--- src/rtl/pid_pkg.sv ---
// Shared types and helpers for the multi-channel PID core: FSM encoding,
// MAC step selection and the output clamp.
package pid_pkg;

  localparam int SAT_W = 64;

  // word positions inside one channel's history entry
  localparam int W_E1 = 0;
  localparam int W_E2 = 1;
  localparam int W_Y1 = 2;
  localparam int W_Y2 = 3;

  typedef enum logic [2:0] {
    ST_IDLE, ST_MAC0, ST_MAC1, ST_MAC2, ST_MAC3, ST_MAC4, ST_SAT, ST_DONE
  } state_t;

  typedef enum logic [2:0] {
    STEP_B2E, STEP_B1E1, STEP_B0E2, STEP_A1Y1, STEP_A0Y2, STEP_NONE
  } mac_step_t;

  typedef struct packed {
    logic signed [SAT_W-1:0] y;
    logic                    sat;
  } sat_res_t;

  function automatic int r_width(input int adc_w, input int frac_w);
    return adc_w + 2*frac_w + 5;
  endfunction

  function automatic mac_step_t mac_step(input state_t s);
    case (s)
      ST_MAC0: return STEP_B2E;
      ST_MAC1: return STEP_B1E1;
      ST_MAC2: return STEP_B0E2;
      ST_MAC3: return STEP_A1Y1;
      ST_MAC4: return STEP_A0Y2;
      default: return STEP_NONE;
    endcase
  endfunction

  // upper limit is checked first, so a degenerate lo==hi window reports hi
  function automatic sat_res_t saturate(input logic signed [SAT_W-1:0] acc,
                                        input logic signed [SAT_W-1:0] hi,
                                        input logic signed [SAT_W-1:0] lo);
    sat_res_t r;
    r.y   = acc;
    r.sat = 1'b0;
    if (acc >= hi) begin
      r.y   = hi;
      r.sat = 1'b1;
    end else if (acc <= lo) begin
      r.y   = lo;
      r.sat = 1'b1;
    end
    return r;
  endfunction

endpackage

--- src/rtl/pid_state_ram.sv ---
// Per-channel IIR history (e1, e2, y1, y2): one whole-entry read port and
// one whole-entry write port; a clear wipes every channel.
module pid_state_ram import pid_pkg::*; #(
  parameter int CH_COUNT = 2,
  parameter int R        = 21,
  parameter int CH_W     = 1
) (
  input  logic                 clk,
  input  logic                 rst,
  input  logic                 clr,
  input  logic                 wr_en,
  input  logic [CH_W-1:0]      addr,
  input  logic [3:0][R-1:0]    wdata,
  output logic [3:0][R-1:0]    rdata
);

  logic [3:0][R-1:0] mem [CH_COUNT];

  always_ff @(posedge clk or posedge rst) begin
    if (rst) begin
      for (int c = 0; c < CH_COUNT; c++) mem[c] <= '0;
    end else begin
      for (int c = 0; c < CH_COUNT; c++) begin
        if (clr)                               mem[c] <= '0;
        else if (wr_en && (32'(addr) == c))    mem[c] <= wdata;
      end
    end
  end

  assign rdata = mem[addr];

endmodule

--- src/rtl/pid_core_mc.sv ---
// Time-multiplexed fixed-point PID (2nd-order IIR) for CH_COUNT channels:
// one multiplier, five MAC steps, clamp, then a one-cycle done pulse.
module pid_core_mc import pid_pkg::*; #(
  parameter int ADC_BITWIDTH  = 8,
  parameter int REG_BITWIDTH  = 8,
  parameter int FRAC_BITWIDTH = 4,
  parameter int CH_COUNT      = 2,
  localparam int CH_W = (CH_COUNT > 1) ? $clog2(CH_COUNT) : 1
) (
  input  logic                    clk_i,
  input  logic                    rst_i,
  input  logic                    start_i,
  input  logic [CH_W-1:0]         ch_i,
  input  logic [ADC_BITWIDTH-1:0] ADC_value_i,
  input  logic [ADC_BITWIDTH-1:0] SET_value_i,
  input  logic [REG_BITWIDTH-1:0] a1_reg_i,
  input  logic [REG_BITWIDTH-1:0] a0_reg_i,
  input  logic [REG_BITWIDTH-1:0] b0_reg_i,
  input  logic [REG_BITWIDTH-1:0] b1_reg_i,
  input  logic [REG_BITWIDTH-1:0] b2_reg_i,
  input  logic [ADC_BITWIDTH:0]   lim_hi_i,
  input  logic [ADC_BITWIDTH:0]   lim_lo_i,
  input  logic                    clr_i,
  output logic                    busy_o,
  output logic                    done_o,
  output logic [CH_W-1:0]         ch_o,
  output logic [ADC_BITWIDTH:0]   out_Val_o,
  output logic                    sat_o
);

  localparam int R  = r_width(ADC_BITWIDTH, FRAC_BITWIDTH);
  localparam int LW = ADC_BITWIDTH + 1;
  localparam int F  = FRAC_BITWIDTH;

  state_t state, nxt;
  logic   accept, ch_ok;

  logic [CH_W-1:0]                ch_q;
  logic signed [R-1:0]            e_q, acc, hi_q, lo_q;
  logic signed [REG_BITWIDTH-1:0] a1_q, a0_q, b0_q, b1_q, b2_q;

  logic signed [LW-1:0] diff;
  logic signed [R-1:0]  e_new;
  logic [3:0][R-1:0]    hist, wdata;

  assign ch_ok = 32'(ch_i) < CH_COUNT;
  assign diff  = $signed({1'b0, SET_value_i}) - $signed({1'b0, ADC_value_i});
  assign e_new = R'(diff) <<< F;

  // ---------------- FSM ----------------
  always_ff @(posedge clk_i or posedge rst_i) begin
    if (rst_i) state <= ST_IDLE;
    else       state <= nxt;
  end

  always_comb begin
    nxt    = state;
    accept = 1'b0;
    if (clr_i) begin
      nxt = ST_IDLE;
    end else begin
      case (state)
        ST_IDLE: if (start_i && ch_ok) begin
          nxt    = ST_MAC0;
          accept = 1'b1;
        end
        ST_MAC0: nxt = ST_MAC1;
        ST_MAC1: nxt = ST_MAC2;
        ST_MAC2: nxt = ST_MAC3;
        ST_MAC3: nxt = ST_MAC4;
        ST_MAC4: nxt = ST_SAT;
        ST_SAT:  nxt = ST_DONE;
        default: nxt = ST_IDLE;
      endcase
    end
  end

  assign busy_o = (state != ST_IDLE) && (state != ST_DONE);
  assign done_o = (state == ST_DONE);

  // ---------------- operand select / MAC ----------------
  mac_step_t                      step;
  logic signed [R-1:0]            opnd, term;
  logic signed [REG_BITWIDTH-1:0] coef;
  logic                           neg;
  logic signed [R+REG_BITWIDTH-1:0] prod;

  assign step = mac_step(state);

  always_comb begin
    opnd = '0;
    coef = '0;
    neg  = 1'b0;
    case (step)
      STEP_B2E:  begin opnd = e_q;                        coef = b2_q; end
      STEP_B1E1: begin opnd = $signed(hist[W_E1]);        coef = b1_q; end
      STEP_B0E2: begin opnd = $signed(hist[W_E2]);        coef = b0_q; end
      STEP_A1Y1: begin opnd = $signed(hist[W_Y1]) >>> F;  coef = a1_q; neg = 1'b1; end
      STEP_A0Y2: begin opnd = $signed(hist[W_Y2]) >>> F;  coef = a0_q; neg = 1'b1; end
      default: ;
    endcase
  end

  // accumulation is modulo 2^R, so negating the truncated product is exact
  assign prod = opnd * coef;
  assign term = neg ? -$signed(prod[R-1:0]) : $signed(prod[R-1:0]);

  // ---------------- clamp / history update ----------------
  sat_res_t            sres;
  logic signed [R-1:0] y_new, y_scaled;
  logic                wr_en;

  assign sres     = saturate(SAT_W'(acc), SAT_W'(hi_q), SAT_W'(lo_q));
  assign y_new    = sres.y[R-1:0];
  assign y_scaled = y_new >>> (2*F);
  assign wr_en    = (state == ST_SAT) && !clr_i;

  always_comb begin
    wdata       = '0;
    wdata[W_E1] = e_q;
    wdata[W_E2] = hist[W_E1];
    wdata[W_Y1] = y_new;
    wdata[W_Y2] = hist[W_Y1];
  end

  pid_state_ram #(.CH_COUNT(CH_COUNT), .R(R), .CH_W(CH_W)) u_ram (
    .clk   (clk_i),
    .rst   (rst_i),
    .clr   (clr_i),
    .wr_en (wr_en),
    .addr  (ch_q),
    .wdata (wdata),
    .rdata (hist)
  );

  always_ff @(posedge clk_i or posedge rst_i) begin
    if (rst_i) begin
      ch_q <= '0; e_q <= '0; acc <= '0; hi_q <= '0; lo_q <= '0;
      a1_q <= '0; a0_q <= '0; b0_q <= '0; b1_q <= '0; b2_q <= '0;
      ch_o <= '0; out_Val_o <= '0; sat_o <= 1'b0;
    end else begin
      if (accept) begin
        ch_q <= ch_i;
        e_q  <= e_new;
        a1_q <= a1_reg_i; a0_q <= a0_reg_i;
        b0_q <= b0_reg_i; b1_q <= b1_reg_i; b2_q <= b2_reg_i;
        hi_q <= R'($signed(lim_hi_i)) <<< (2*F);
        lo_q <= R'($signed(lim_lo_i)) <<< (2*F);
        acc  <= '0;
      end else if (step != STEP_NONE) begin
        acc <= acc + term;
      end
      if (wr_en) begin
        out_Val_o <= y_scaled[LW-1:0];
        sat_o     <= sres.sat;
        ch_o      <= ch_q;
      end
    end
  end

  logic unused_bits;
  assign unused_bits = ^{prod[R+REG_BITWIDTH-1:R], sres.y[SAT_W-1:R], y_scaled[R-1:LW]};

endmodule

--- config.mk ---
export PLATFORM = sky130hd
export DESIGN_NAME = pid_core_mc
export DESIGN_NICKNAME = d
export VERILOG_FILES = /design/src/rtl/pid_pkg.sv /design/src/rtl/pid_state_ram.sv /design/src/rtl/pid_core_mc.sv
export SDC_FILE = /design/constraint.sdc
export NUM_CORES = 1
export LEC_CHECK = 0
export CORE_MARGIN = 2
export CORE_UTILIZATION = 45
export DETAILED_ROUTE_END_ITERATION = 12
export PLACE_DENSITY = 0.7
export SYNTH_ARGS = -nofsm -noshare
export SYNTH_HDL_FRONTEND = slang
export SYNTH_HIERARCHICAL = 1
export SYNTH_SLANG_ARGS = --single-unit
export TNS_END_PERCENT = 10
--- constraint.sdc ---
create_clock -name clk_i -period 10.3 [get_ports clk_i]
set_input_delay 2.575 -clock clk_i [delete_from_list [all_inputs] [get_ports clk_i]]
set_output_delay 2.575 -clock clk_i [all_outputs]
set_load 0.02 [all_outputs]
== Word-level counts from Yosys, hierarchy flattened ==
Index checks and enable logic that the tools add are counted.

* Add/sub/neg operators: 3
* $mul: 1
* Order comparisons: 3
* Eq/ne operators: 14
* Muxes and demuxes: 22
* Bitwise operators: 2
* Reductions and logical operators: 12

{| class="wikitable"
|+ Operator list
! operator !! count
|-
| 84-bit two-way mux || 7
|-
| 21-bit one-hot mux with 5 select lines || 1
|-
| 21-bit two-way mux || 3
|-
| 22-bit two-way mux || 2
|-
| 8-bit one-hot mux with 5 select lines || 1
|-
| 21-bit adder || 1
|-
| 21-bit by 17-bit >= comparator with 1-bit output || 1
|-
| 21-bit by 17-bit less-or-equal comparator with 1-bit output || 1
|-
| 21-bit by 8-bit multiplier with 21-bit output || 1
|-
| 21-bit negation || 1
|-
| 3-bit one-hot mux with 7 select lines || 1
|-
| 3-bit equality test, second input constant || 5
|-
| 3-bit one-hot mux with 5 select lines || 1
|-
| 3-bit by 2-bit equality test with 1-bit output, second input constant || 4
|-
| 3-bit != test, second input constant || 3
|-
| 8-bit by 8-bit subtractor with 9-bit output || 1
|-
| 3-bit by 1-bit equality test with 1-bit output, second input constant || 2
|-
| 3-bit zero test || 2
|-
| 3-bit two-way mux || 2
|-
| 2-bit nonzero test || 3
|-
| 1-bit logical AND || 4
|-
| 1-bit two-way mux || 4
|-
| 3-bit nonzero test || 1
|-
| 2-bit >= comparator, second input constant || 1
|-
| 4 further kinds || 4
|}

* Register bits after elaboration: 271
* Input port bits: 79
* Output and inout port bits: 13
* Word-level logic and storage cells: 79

== Depth between registers and ports, before layout ==
* Word-level depth: 11
* Gate-level depth with buffers: 36
* Depth with buffers taken out: 32

== Cells and area by module ==
Netlist, hierarchy kept.

{| class="wikitable"
|+ Modules (own cells, without submodules)
! module !! times used !! cells each !! area each (µm²) !! seq. area each (µm²)
|-
| pid_core_mc || 1 || 1275 || 11494.8 || 2577.5
|-
| pid_state_ram || 1 || 734 || 8767.2 || 4204.0
|}

== Least setup slack after synthesis ==
No wires, ideal clock.

* Path kind: register -> register
* Start point: register state[2]
* End point: register acc[20]
* Library setup time: 121 ps
* Data arrival time: 8243 ps
* Required time: 10179 ps
* Slack: 1936 ps
* Stages on the path, launching flop included: 36
* Buffers on the path: 4
* Clock period less this slack: 8364 ps
* Path through: dfrtp_1 buf_2 buf_2 buf_2 buf_1 mux2i_1 o21ai_0 a221oi_1 nor2_1 fa_1 inv_1 fa_1 inv_1 fa_1 inv_1 fa_1 inv_1 ha_1 or3_1 a21oi_1 o21bai_1 xor2_1 or3_4 or2_2 o21ai_0 xnor2_1 ha_1 a21o_1 a21oi_1 a21boi_0 a31oi_1 a21oi_1 o21ai_0 a21oi_1 xnor3_1 a22o_1

* Longest elaborated chain between the ends: 10
* Elaborated cells between the ends (all ways): 26
* Those cells by class: 2 x add/sub; 1 x mul; 10 x eq/ne; 9 x mux; 4 x reduce/logical

{| class="wikitable"
|+ Ends and longest elaborated chain
! item !! line !! text
|-
| start, declared || pid_core_mc.sv:35 || <nowiki>state_t state, nxt;</nowiki>
|-
| start signal, assigned || pid_core_mc.sv:53 || <nowiki>else state <= nxt;</nowiki>
|-
| 3-bit equality test (tied with other cells) || pid_pkg.sv:31 || <nowiki>case (s)</nowiki>
|-
| 3-bit one-hot mux with 5 select lines || pid_pkg.sv:31 ||
|-
| 3-bit equality test (tied with other cells) || pid_core_mc.sv:94 || <nowiki>case (step)</nowiki>
|-
| 21-bit one-hot mux with 5 select lines or 8-bit one-hot mux with 5 select lines (tied branches) || pid_core_mc.sv:94 ||
|-
| 21-bit by 8-bit multiplier with 21-bit output || pid_core_mc.sv:105 || <nowiki>assign prod = opnd * coef;</nowiki>
|-
| 21-bit negation || pid_core_mc.sv:106 || <nowiki>assign term = neg ? -$signed(prod[R-1:0]) : $signed(prod[R-1:0]);</nowiki>
|-
| 21-bit two-way mux || pid_core_mc.sv:106 ||
|-
| 21-bit adder || pid_core_mc.sv:151 || <nowiki>acc <= acc + term;</nowiki>
|-
| 21-bit two-way mux || pid_core_mc.sv:150 || <nowiki>end else if (step != STEP_NONE) begin</nowiki>
|-
| 21-bit two-way mux || pid_core_mc.sv:142 || <nowiki>if (accept) begin</nowiki>
|-
| end signal, assigned || pid_core_mc.sv:151 ||
|-
| end, declared || pid_core_mc.sv:39 || <nowiki>logic signed [R-1:0] e_q, acc, hi_q, lo_q;</nowiki>
|}

Several ways; a longest one is shown, not always the timed one. The select of a mux whose other input is x is not followed.
A chain may end at the register's enable or synchronous reset.

==> impl_metrics.csv <==
group,metric,value,unit
layout,nFillCells,3878,
sta,period_needed,8720,ps
pwr,combinationalPowerShare,39.3,%
sta,fin_crit_sh,84.6,%
global_routing,grt.overflow.total,0,
routing,drc,0,
layout,fin_util,51.2,%
pwr,power_frac_clock,28.5,%
clock_network,insertion_delay,590,ps
floorplan,initial_core_util,45.3,%
setup_path,path_class,"reg -> reg",
clock_network,cts_sinks,255,
synth,synth_cells,1941,
min_path,hp-class,"reg -> reg",
layout,diodes,0,
routing,drt-total-wl,48.5,mm
setup_path,critPathLaunchType,"flip-flop",
setup_path,end_kind,"flip-flop",
outcome,status,"finished, final reports clean",
sta,fin_setup_tns,0,ps
setup_path,r2r_start,"ch_q",
routing,num_vias,14100,
min_path,hp-start,"hi_q[11]",
clock_network,post_cts.repair.setup_buffers,0,
routing,drt_pass1_iterations,5,
clock_network,cts_hold_buf,0,
run,drv_cap,0,
clock_network,tritoncts,"done",
pwr,power_switching,1530,uW
sta,slew_viol_final,0,
clock_network,clock_path_buffers,3,
clock_network,cts-root-buf,"clkbuf_16",
floorplan,fp.dieH,212,um
layout,area_growth,13.0,%
routing,wl_per_cell,18.6,um
placed_design,gp_congestion,0.876,
sta,setup_viol,0,
sta,fin_ws,1580,ps
sta,fin_hold_ws,504,ps
clock_network,numCtsBuffers,30,
routing,ant_nets,0,
layout,regArea,0.00639,mm2
sta,clock.fmax,115,MHz
global_routing,grt_util_all_layers,22.2,%
global_routing,first_global_vias,15000,
setup_path,slowest_stage,"dfrtp_4",
sta,rsz0062_at_grt,"no",
placed_design,place_area,0.0209,mm2
pwr,p_int,2500,uW
placed_design,io_buffers,91,
setup_path,r2r_setup_slack,1580,ps
setup_path,required,10750,ps
floorplan,die_area,0.0449,mm2
floorplan,coreArea,0.0429,mm2
setup_path,slowest_delay,990,ps
floorplan,die_w,212,um
sta,slew_headroom,23.7,%
setup_path,critPathMaxFanout,58,
min_path,whs_endpoint,"hi_q[11]",
pwr,swShare,38.0,%
placed_design,dp.final_hpwl,35.1,mm
layout,finalInstanceArea,0.0220,mm2
layout,drive_above_1_share,10.9,%
floorplan,ios,92,
routing,first_iter_violations,1064,
synth,avgSynthCellArea,10.0,um2
global_routing,antenna_found_initial,1,
global_routing,grt_max_degree,123,
clock_network,cts_resized,0,
setup_path,reg2reg_to,"acc[20]",
layout,multi_input_area,0.0120,mm2
pwr,p_leak,0.0102,uW
setup_path,r2r_cells,34,
synth,yosys_warnings,6,
pwr,seq_power_share,32.1,%
floorplan,row_count,76,
sta,fin_worst_skew,37.6,ps
synth,syn_area,0.0194,mm2
placed_design,place_ws,1610,ps
sta,finalHoldViolations,0,
layout,layout.nets,2266,
pwr,pwr_density_cell,183,mW/mm2
clock_network,htree_levels,1,
global_routing,grt_pass1_wl,79.4,mm
min_path,hold_depth,1,
setup_path,worstPathArrival,9160,ps
clock_network,clk_pin_slew,60,ps
sta,tightest_slew,1140,ps
pwr,vdd_drop_max,0.156,mV
routing,avgViaCountPerCell,5.43,
per-layer routing:
metal,vias to the layer above,global-route usage (%),share of wire (%)
met3,99,2.48,4.2
met2,361,36.9,46
met4,0,7.55,3.8
met1,7030,30.3,46
li1,6630,-,-
met5,-,0,0
layout make-up:
cell class	count	share of cell area [%]
multi-input cells	1416	54.5
clock inverters	14	0.940
inverters	167	2.89
well taps	585	3.33
repair buffers	125	5.30
flip-flops and latches	255	29.1
clock buffers	39	3.94
power groups by stage:
stage / logic [uW] / clock network (uW) / registers (uW)
3_3_place_gp: 1520 / 0 / 1310
5_1_grt: 1760 / 1220 / 1310
4_1_cts: 1570 / 1170 / 1300
6_report: 1580 / 1150 / 1290
3_5_place_dp: 1560 / 0 / 1310
2_1_floorplan: 1180 / 0 / 1210
flip-flops by register name (all words and copies together), names as in the netlist, 3 cells and up:
| name | flops |
|---|---|
| e_q | 9 |
| u_ram/mem | 152 |
| out_Val_o | 9 |
| a0_q | 8 |
| b2_q | 8 |
| acc | 21 |
| state | 3 |
| hi_q | 9 |
| b0_q | 8 |
| a1_q | 8 |
| b1_q | 8 |
| lo_q | 9 |
through the flow:
stage / power [uW] / std cells
floorplan: 2390 / 1944
global placement: 2830 / 2548
detailed placement: 2870 / 2548
CTS: 4040 / 2601
global route: 4280 / 2601
finish: 4030 / 2601
cell usage in the layout, fill, tap and decap left out, drive strengths merged, types with 6 or more instances in the layout:
cell type      count
fa                93
buf               35
a21o              26
xor2              19
mux2             140
a221oi            33
inv              167
or2               25
a21oi             55
o211ai             6
nand2             78
ha                99
nor3               7
nand2b           243
nand3             14
dfrtp            255
and2              15
and3              16
clkinv             6
o21a              19
mux2i            178
nor2b             13
nor2             143
o21ai             62
a31oi              6
clkdlybuf4s50     90
xnor2             47
clkbuf            39
worst max path at each step:
| stage | startpoint | endpoint |
|---|---|---|
| global route | ch_q | acc[20] |
| CTS | ch_q | acc[20] |
| global placement | ch_q | acc[20] |
| floorplan | state[2] | acc[20] |
| finish | ch_q | acc[20] |
| detailed placement | ch_q | acc[20] |
critical path: cells and delay by family, from the launching register on:
| kind | cells | cell delay (ps) |
|---|---|---|
| AO/OA/AOI/OAI | 14 | 2380 |
| XOR/XNOR | 3 | 550 |
| adder cells (fa/ha/maj) | 6 | 2440 |
| buffers and inverters | 6 | 930 |
| flip-flops | 1 | 990 |
| multiplexers | 2 | 480 |
| AND/OR/NAND/NOR | 3 | 790 |
Power figures use the tool's default switching activity.
